## config.mk

```make
export PLATFORM = sky130hd
export DESIGN_NAME = av_mult_scheduler_flat
export DESIGN_NICKNAME = d
export VERILOG_FILES = /design/src/rtl/av_mult_scheduler_pkg.sv /design/src/rtl/av_mult_scheduler_if.sv /design/src/rtl/av_mult_scheduler_rr_arbiter.sv /design/src/rtl/av_mult_scheduler.sv /design/src/flat_wrapper.sv
export SDC_FILE = /design/constraint.sdc
export NUM_CORES = 1
export LEC_CHECK = 0
export CELL_PAD_IN_SITES_DETAIL_PLACEMENT = 1
export CELL_PAD_IN_SITES_GLOBAL_PLACEMENT = 1
export CORE_MARGIN = 3
export CORE_UTILIZATION = 25
export CTS_CLUSTER_DIAMETER = 50
export DETAILED_ROUTE_END_ITERATION = 8
export DONT_BUFFER_PORTS = 1
export PLACE_DENSITY_LB_ADDON = 0.1
export SLEW_MARGIN = 10
export SYNTH_ARGS = -nofsm -noshare
export SYNTH_HDL_FRONTEND = slang
export SYNTH_HIERARCHICAL = 1
export SYNTH_SLANG_ARGS = --single-unit
export TNS_END_PERCENT = 50
```

## constraint.sdc

```tcl
create_clock -name clk -period 2.85 [get_ports clk]
set_clock_uncertainty 0.05 [all_clocks]
set_input_delay 0.4275 -clock clk [delete_from_list [all_inputs] [get_ports clk]]
set_output_delay 0.4275 -clock clk [all_outputs]
set_load 0.005 [all_outputs]
```

## src/rtl/av_mult_scheduler_pkg.sv

```systemverilog
`default_nettype none
// ============================================================================
// Module      : av_sched_pkg
// Description : Shared types and constants for the AV-multiply scheduler:
//               FSM state encoding, token precision codes, watchdog default.
// Revision    : 1.0 - initial release
// ============================================================================
package av_sched_pkg;

    typedef enum logic [2:0] {
        S_IDLE    = 3'd0,
        S_GRANT   = 3'd1,
        S_START   = 3'd2,
        S_WAIT    = 3'd3,
        S_RELEASE = 3'd4
    } sched_state_t;

    // Token precision codes carried on prec_in / mul_precision
    localparam logic [3:0] PREC_INT4 = 4'd0;
    localparam logic [3:0] PREC_INT8 = 4'd1;
    localparam logic [3:0] PREC_FP16 = 4'd2;

    // Default watchdog limit in cycles for datapath completion
    localparam int TIMEOUT_DEFAULT = 256;

endpackage
`default_nettype wire

```

## src/rtl/av_mult_scheduler_if.sv

```systemverilog
`default_nettype none
// ============================================================================
// Module      : av_mult_scheduler_if
// Description : Requester and datapath signals of the AV-multiply scheduler.
//               slave = scheduler side, master = requesters/datapath side.
// Revision    : 1.0 - initial release
// ============================================================================
interface av_mult_scheduler_if #(
    parameter int NUM_REQ = 4,
    parameter int L       = 8
);
    localparam int SEL_W = (NUM_REQ > 1) ? $clog2(NUM_REQ) : 1;

    logic [NUM_REQ-1:0]     req;
    logic [4*L*NUM_REQ-1:0] prec_in;
    logic [NUM_REQ-1:0]     gnt;
    logic [NUM_REQ-1:0]     req_done;
    logic [NUM_REQ-1:0]     req_err;
    logic                   mul_start;
    logic                   mul_done;
    logic [SEL_W-1:0]       mul_sel;
    logic [4*L-1:0]         mul_precision;
    logic                   busy;
    logic                   err_sticky;

    modport slave (
        input  req, prec_in, mul_done,
        output gnt, req_done, req_err, mul_start, mul_sel, mul_precision,
               busy, err_sticky
    );

    modport master (
        output req, prec_in, mul_done,
        input  gnt, req_done, req_err, mul_start, mul_sel, mul_precision,
               busy, err_sticky
    );

endinterface
`default_nettype wire

```

## src/rtl/av_mult_scheduler_rr_arbiter.sv

```systemverilog
`default_nettype none
// ============================================================================
// Module      : rr_arbiter
// Description : Combinational round-robin pick: first asserted request at or
//               above ptr, wrapping modulo NUM_REQ.
// Revision    : 1.0 - initial release
// ============================================================================
module rr_arbiter #(
    parameter int NUM_REQ = 4,
    parameter int SEL_W   = 2
) (
    input  logic [NUM_REQ-1:0] req,
    input  logic [SEL_W-1:0]   ptr,
    output logic [SEL_W-1:0]   winner,
    output logic               any_req
);

    logic [SEL_W-1:0] idx;

    assign any_req = |req;

    // Scan offsets from farthest to nearest so the nearest asserted one wins
    always_comb begin
        winner = ptr;
        idx    = '0;
        for (int i = NUM_REQ - 1; i >= 0; i--) begin
            idx = SEL_W'((int'(ptr) + i) % NUM_REQ);
            if (req[idx]) begin
                winner = idx;
            end
        end
    end

endmodule
`default_nettype wire

```

## src/rtl/av_mult_scheduler.sv

```systemverilog
`default_nettype none
// ============================================================================
// Module      : av_mult_scheduler
// Description : Round-robin scheduler sharing one AV-multiply datapath among
//               NUM_REQ requesters, with a completion watchdog.
// Revision    : 1.0 - initial release
// ============================================================================
module av_mult_scheduler
    import av_sched_pkg::*;
#(
    parameter int NUM_REQ     = 4,
    parameter int L           = 8,
    parameter int TIMEOUT_CYC = TIMEOUT_DEFAULT
) (
    input  logic               clk,
    input  logic               rst_n,
    av_mult_scheduler_if.slave bus
);

    localparam int SEL_W = (NUM_REQ > 1) ? $clog2(NUM_REQ) : 1;
    localparam int WD_W  = (TIMEOUT_CYC > 1) ? $clog2(TIMEOUT_CYC) : 1;
    localparam logic [WD_W-1:0]  WD_LAST  = WD_W'(TIMEOUT_CYC - 1);
    localparam logic [SEL_W-1:0] SEL_LAST = SEL_W'(NUM_REQ - 1);

    sched_state_t       state;
    sched_state_t       state_next;
    logic [SEL_W-1:0]   ptr;
    logic [SEL_W-1:0]   winner;
    logic               any_req;
    logic [WD_W-1:0]    wd_cnt;
    logic [NUM_REQ-1:0] gnt_q;
    logic [SEL_W-1:0]   sel_q;
    logic [4*L-1:0]     prec_q;
    logic               timed_out;
    logic               err_sticky_q;
    logic               start_pulse;
    logic               busy_w;
    logic [NUM_REQ-1:0] done_vec;
    logic [NUM_REQ-1:0] err_vec;

    rr_arbiter #(
        .NUM_REQ (NUM_REQ),
        .SEL_W   (SEL_W)
    ) u_arb (
        .req     (bus.req),
        .ptr     (ptr),
        .winner  (winner),
        .any_req (any_req)
    );

    // State register
    always_ff @(posedge clk) begin
        if (!rst_n) begin
            state <= S_IDLE;
        end else begin
            state <= state_next;
        end
    end

    // Next-state and per-state outputs; mul_done only matters in S_WAIT
    always_comb begin
        state_next  = state;
        start_pulse = 1'b0;
        busy_w      = 1'b1;
        done_vec    = '0;
        err_vec     = '0;
        case (state)
            S_IDLE: begin
                busy_w = 1'b0;
                if (any_req) state_next = S_GRANT;
            end
            S_GRANT: state_next = S_START;
            S_START: begin
                start_pulse = 1'b1;
                state_next  = S_WAIT;
            end
            S_WAIT: begin
                if (bus.mul_done || (wd_cnt == WD_LAST)) state_next = S_RELEASE;
            end
            S_RELEASE: begin
                state_next = S_IDLE;
                if (timed_out) err_vec  = gnt_q;
                else           done_vec = gnt_q;
            end
            default: state_next = S_IDLE;
        endcase
    end

    // Grant capture, watchdog, outcome flag and round-robin pointer
    always_ff @(posedge clk) begin
        if (!rst_n) begin
            ptr          <= '0;
            wd_cnt       <= '0;
            gnt_q        <= '0;
            sel_q        <= '0;
            prec_q       <= '0;
            timed_out    <= 1'b0;
            err_sticky_q <= 1'b0;
        end else begin
            if (state == S_IDLE && any_req) begin
                gnt_q  <= NUM_REQ'(1) << winner;
                sel_q  <= winner;
                prec_q <= bus.prec_in[int'(winner)*4*L +: 4*L];
            end
            if (state == S_START) begin
                wd_cnt <= '0;
            end else if (state == S_WAIT) begin
                wd_cnt <= wd_cnt + WD_W'(1);
            end
            // Last value before leaving S_WAIT records the outcome; done wins
            if (state == S_WAIT) begin
                timed_out <= !bus.mul_done;
                if (!bus.mul_done && (wd_cnt == WD_LAST)) err_sticky_q <= 1'b1;
            end
            if (state == S_RELEASE) begin
                gnt_q <= '0;
                ptr   <= (sel_q == SEL_LAST) ? '0 : sel_q + SEL_W'(1);
            end
        end
    end

    assign bus.gnt           = gnt_q;
    assign bus.mul_sel       = sel_q;
    assign bus.mul_precision = prec_q;
    assign bus.mul_start     = start_pulse;
    assign bus.busy          = busy_w;
    assign bus.req_done      = done_vec;
    assign bus.req_err       = err_vec;
    assign bus.err_sticky    = err_sticky_q;

endmodule
`default_nettype wire

```

## src/flat_wrapper.sv

```systemverilog
// flat-port wrapper written by rule: the top's interface ports become plain ports
module av_mult_scheduler_flat import av_sched_pkg::*;
#(
    parameter int NUM_REQ     = 4,
    parameter int L           = 8,
    parameter int TIMEOUT_CYC = TIMEOUT_DEFAULT
)
  (clk, rst_n, bus_req, bus_prec_in, bus_mul_done, bus_gnt, bus_req_done, bus_req_err, bus_mul_start, bus_mul_sel, bus_mul_precision, bus_busy, bus_err_sticky);
  av_mult_scheduler_if #(.NUM_REQ(NUM_REQ), .L(L)) bus_i ();
  input  logic clk;
  input  logic rst_n;
  input wire logic [$bits(bus_i.req)-1:0] bus_req;
  input wire logic [$bits(bus_i.prec_in)-1:0] bus_prec_in;
  input wire logic [$bits(bus_i.mul_done)-1:0] bus_mul_done;
  output wire logic [$bits(bus_i.gnt)-1:0] bus_gnt;
  output wire logic [$bits(bus_i.req_done)-1:0] bus_req_done;
  output wire logic [$bits(bus_i.req_err)-1:0] bus_req_err;
  output wire logic [$bits(bus_i.mul_start)-1:0] bus_mul_start;
  output wire logic [$bits(bus_i.mul_sel)-1:0] bus_mul_sel;
  output wire logic [$bits(bus_i.mul_precision)-1:0] bus_mul_precision;
  output wire logic [$bits(bus_i.busy)-1:0] bus_busy;
  output wire logic [$bits(bus_i.err_sticky)-1:0] bus_err_sticky;
  assign bus_i.req = bus_req;
  assign bus_i.prec_in = bus_prec_in;
  assign bus_i.mul_done = bus_mul_done;
  assign bus_gnt = bus_i.gnt;
  assign bus_req_done = bus_i.req_done;
  assign bus_req_err = bus_i.req_err;
  assign bus_mul_start = bus_i.mul_start;
  assign bus_mul_sel = bus_i.mul_sel;
  assign bus_mul_precision = bus_i.mul_precision;
  assign bus_busy = bus_i.busy;
  assign bus_err_sticky = bus_i.err_sticky;
  av_mult_scheduler #(.NUM_REQ(NUM_REQ), .L(L), .TIMEOUT_CYC(TIMEOUT_CYC)) u_core (.clk(clk), .rst_n(rst_n), .bus(bus_i));
endmodule
```

==> out/results.ini <==
[timing]
fin_crit_ns=2.26
worst_pin_slew_ns=0.441
final-setup-viol-count=0
post-route-period-util_pct=79.3
max_freq_ghz=0.443
hold_violations=0
slew_violations=0
slew_headroom_pct=70.5
whs_ns=0.207
rsz0062_at_grt=false
setup_tns_ns=0

[drt]
dr.pass1.iters=6
drtIter0Drc=80
antenna_left=0
vias=2046
drt_wl_total_um=8170
wl_per_cell_um=21.7
drc_errors=0
viasPerCell=5.43

[grt]
grt_pass1_vias=2138
overflow=0
grtUsageTotal_pct=12.0
grt_pass1_wl_um=12200
grt_max_degree=38
antenna_found_initial=0

[pwr]
seqPwrFrac_pct=47.1
netSwitchingFraction_pct=25.9
switching_power_mw=0.493
combinationalPowerShare_pct=16.2
intPower_mw=1.41
p_per_area_nw_per_um2=604
leakagePower_nw=1.09
ir_drop_uv=295
power_frac_clock_pct=36.6
power_mw=1.90

[clock_tree]
tritoncts=done
cts_sinks=53
clock_latency_ns=0.29
holdBufCountCts=0
htree_levels=2
cts.repair.resized=0
cts_buffers=5
cts.path.max_buffers=2
clk_pin_slew_worst_paths_ns=0.07
root_buffer=clkbuf_16
post_cts_buffers=0

[final_layout]
final_design_area_no_fill_sq_um=3140
n_antenna_cell=0
fillers=1222
drive_gt1_share_pct=22.8
final_core_util_pct=28.5
area_growth_syn_to_layout_pct=9.03
nets=373

[floorplan]
die_w_um=113
pin_count=184
dieArea_sq_um=12900
core_area_sq_um=11000
dieHeight_um=113
initial_core_util_pct=26.1
rows=38

[synthesis]
synthTopCellsByArea=dfxtp_1, mux4_2, a22o_1, buf_6, a21oi_1
synth_edf_count=0
synth_fp_nets=381
netlist_area_sq_um=2880
synth.most_common_cell=dfxtp_1
ys_top_cells_by_count=dfxtp_1, a22o_1, mux4_2
synth_seq_area_share_pct=36.8
dominantRegCellSynth=dfxtp_1
synth.distinct_cells=44
synth.top_cell.area_share_pct=36.8
syn-mean-instance-area_sq_um=11.8
syn_inst=244
synthArstFlopShare_pct=0
synth_seq_cells=53
ys_warn_count=6
netlist.top_cell.by_area=dfxtp_1

[placed_design]
routabilityCongestion=0.735
io_buffer_count=0
dp_hpwl_um=6260
dpl_cell_area_sq_um=2980

[setup_path]
required_ns=2.37
setup.worst_path.end_class=output port
startpoint_type=flop
timing.reg2reg.setup_slack_ns=0.64
arrival_ns=1.78
critPathMaxFanout=11
r2r_end=u_core/bus.mul_precision[3]
r2r_cells=6
critPathKind=flop to output port
r2r-start=u_core/ptr[0]
crit_start=u_core/state[2]
crit_path_end=bus_req_done[0]

[min_path]
min_path_type=input pin to flop

[run_status]
run_status=completed

[job]
drv_cap=0

==> metal layers <==
layer	vias to the layer above	global-route usage (%)	share of wire, %
li1	941	-	-
met1	993	14.2	39
met2	104	20.9	51
met3	8	4.14	9.3
met4	0	3.13	0.99
met5	-	0	0
==> sequential cells by signal, indices dropped and copies added, names as in the netlist <==
name,flops
u_core/wd_cnt,8
u_core/bus.err_sticky,1
u_core/ptr,2
u_core/bus.mul_precision,32
u_core/bus.gnt,4
u_core/timed_out,1
u_core/state,3
u_core/bus.mul_sel,2
==> cells by family after synthesis <==
logic type	after synthesis	share of synthesized area [%]
simple gates	68	14.7
compound gates	60	15.5
flops	53	36.8
mux	35	26.0
buf+inv	23	5.12
xor+xnor	3	0.912
fa+ha+maj	2	0.868
==> stage by stage <==
| stage | std cells | worst slack (ns) |
|---|---|---|
| 3_3_place_gp | 369 | 0.620 |
| 2_1_floorplan | 244 | 0.374 |
| 5_1_grt | 377 | 0.411 |
| 3_5_place_dp | 369 | 0.617 |
| 6_report | 377 | 0.591 |
| 4_1_cts | 377 | 0.556 |
==> power by group through the flow <==
stage	clock network [mW]	registers, mW	logic (mW)
4_1_cts	0.735	0.899	0.317
6_report	0.696	0.895	0.308
5_1_grt	0.762	0.908	0.343
3_5_place_dp	0	0.916	0.314
3_3_place_gp	0	0.918	0.315
2_1_floorplan	0	0.877	0.299
==> worst min path at each step <==
stage | cells after the start | start | to
floorplan | 2 | u_core/wd_cnt[7] | u_core/wd_cnt[7]
finish | 1 | rst_n | u_core/bus.err_sticky
global route | 1 | rst_n | u_core/timed_out
detailed placement | 2 | u_core/wd_cnt[7] | u_core/wd_cnt[7]
global placement | 2 | u_core/wd_cnt[7] | u_core/wd_cnt[7]
CTS | 1 | rst_n | u_core/timed_out
==> area by class of cell <==
type / instances / area (sq um) / area share [%]
Clock inverter: 2 / 38.8 / 1.23
Clock buffer: 6 / 129 / 4.10
Sequential cell: 53 / 1060 / 33.8
Inverter: 2 / 7.51 / 0.239
Timing Repair Buffer: 6 / 57.6 / 1.83
Tap cell: 140 / 175 / 5.57
Multi-Input combinational cell: 168 / 1670 / 53.3
==> placed cells by master (no fill, tap or decap), drive strengths merged, types with 2 or more instances in the layout <==
cell type  synthesis  routed
mux2i              3       3
and2b              3       3
nand3              3       3
a22o              32      32
and3               4       4
o31ai              2       2
nor2               6       6
buf               13       6
nor2b              3       3
nand2             14      14
nand3b             3       3
a21oi             12      12
inv                2       2
or4                3       3
nand4              3       3
and2               7       7
nor3b              2       2
o21ai              7       7
xor2               3       3
o21a               2       2
nand4b             2       2
mux4              32      32
a21boi             2       2
dfxtp             53      53
clkbuf             8       6
nand2b             2       2
or3                5       5
ha                 2       2
==> worst max-delay path, stage by stage (launching register included) <==
cell     delay [ns]
dfxtp_1        0.53
nor3b_2        0.22
buf_4          0.18
nor2b_1        0.33
and2_1         0.22
(Power assumes the default switching activity.)
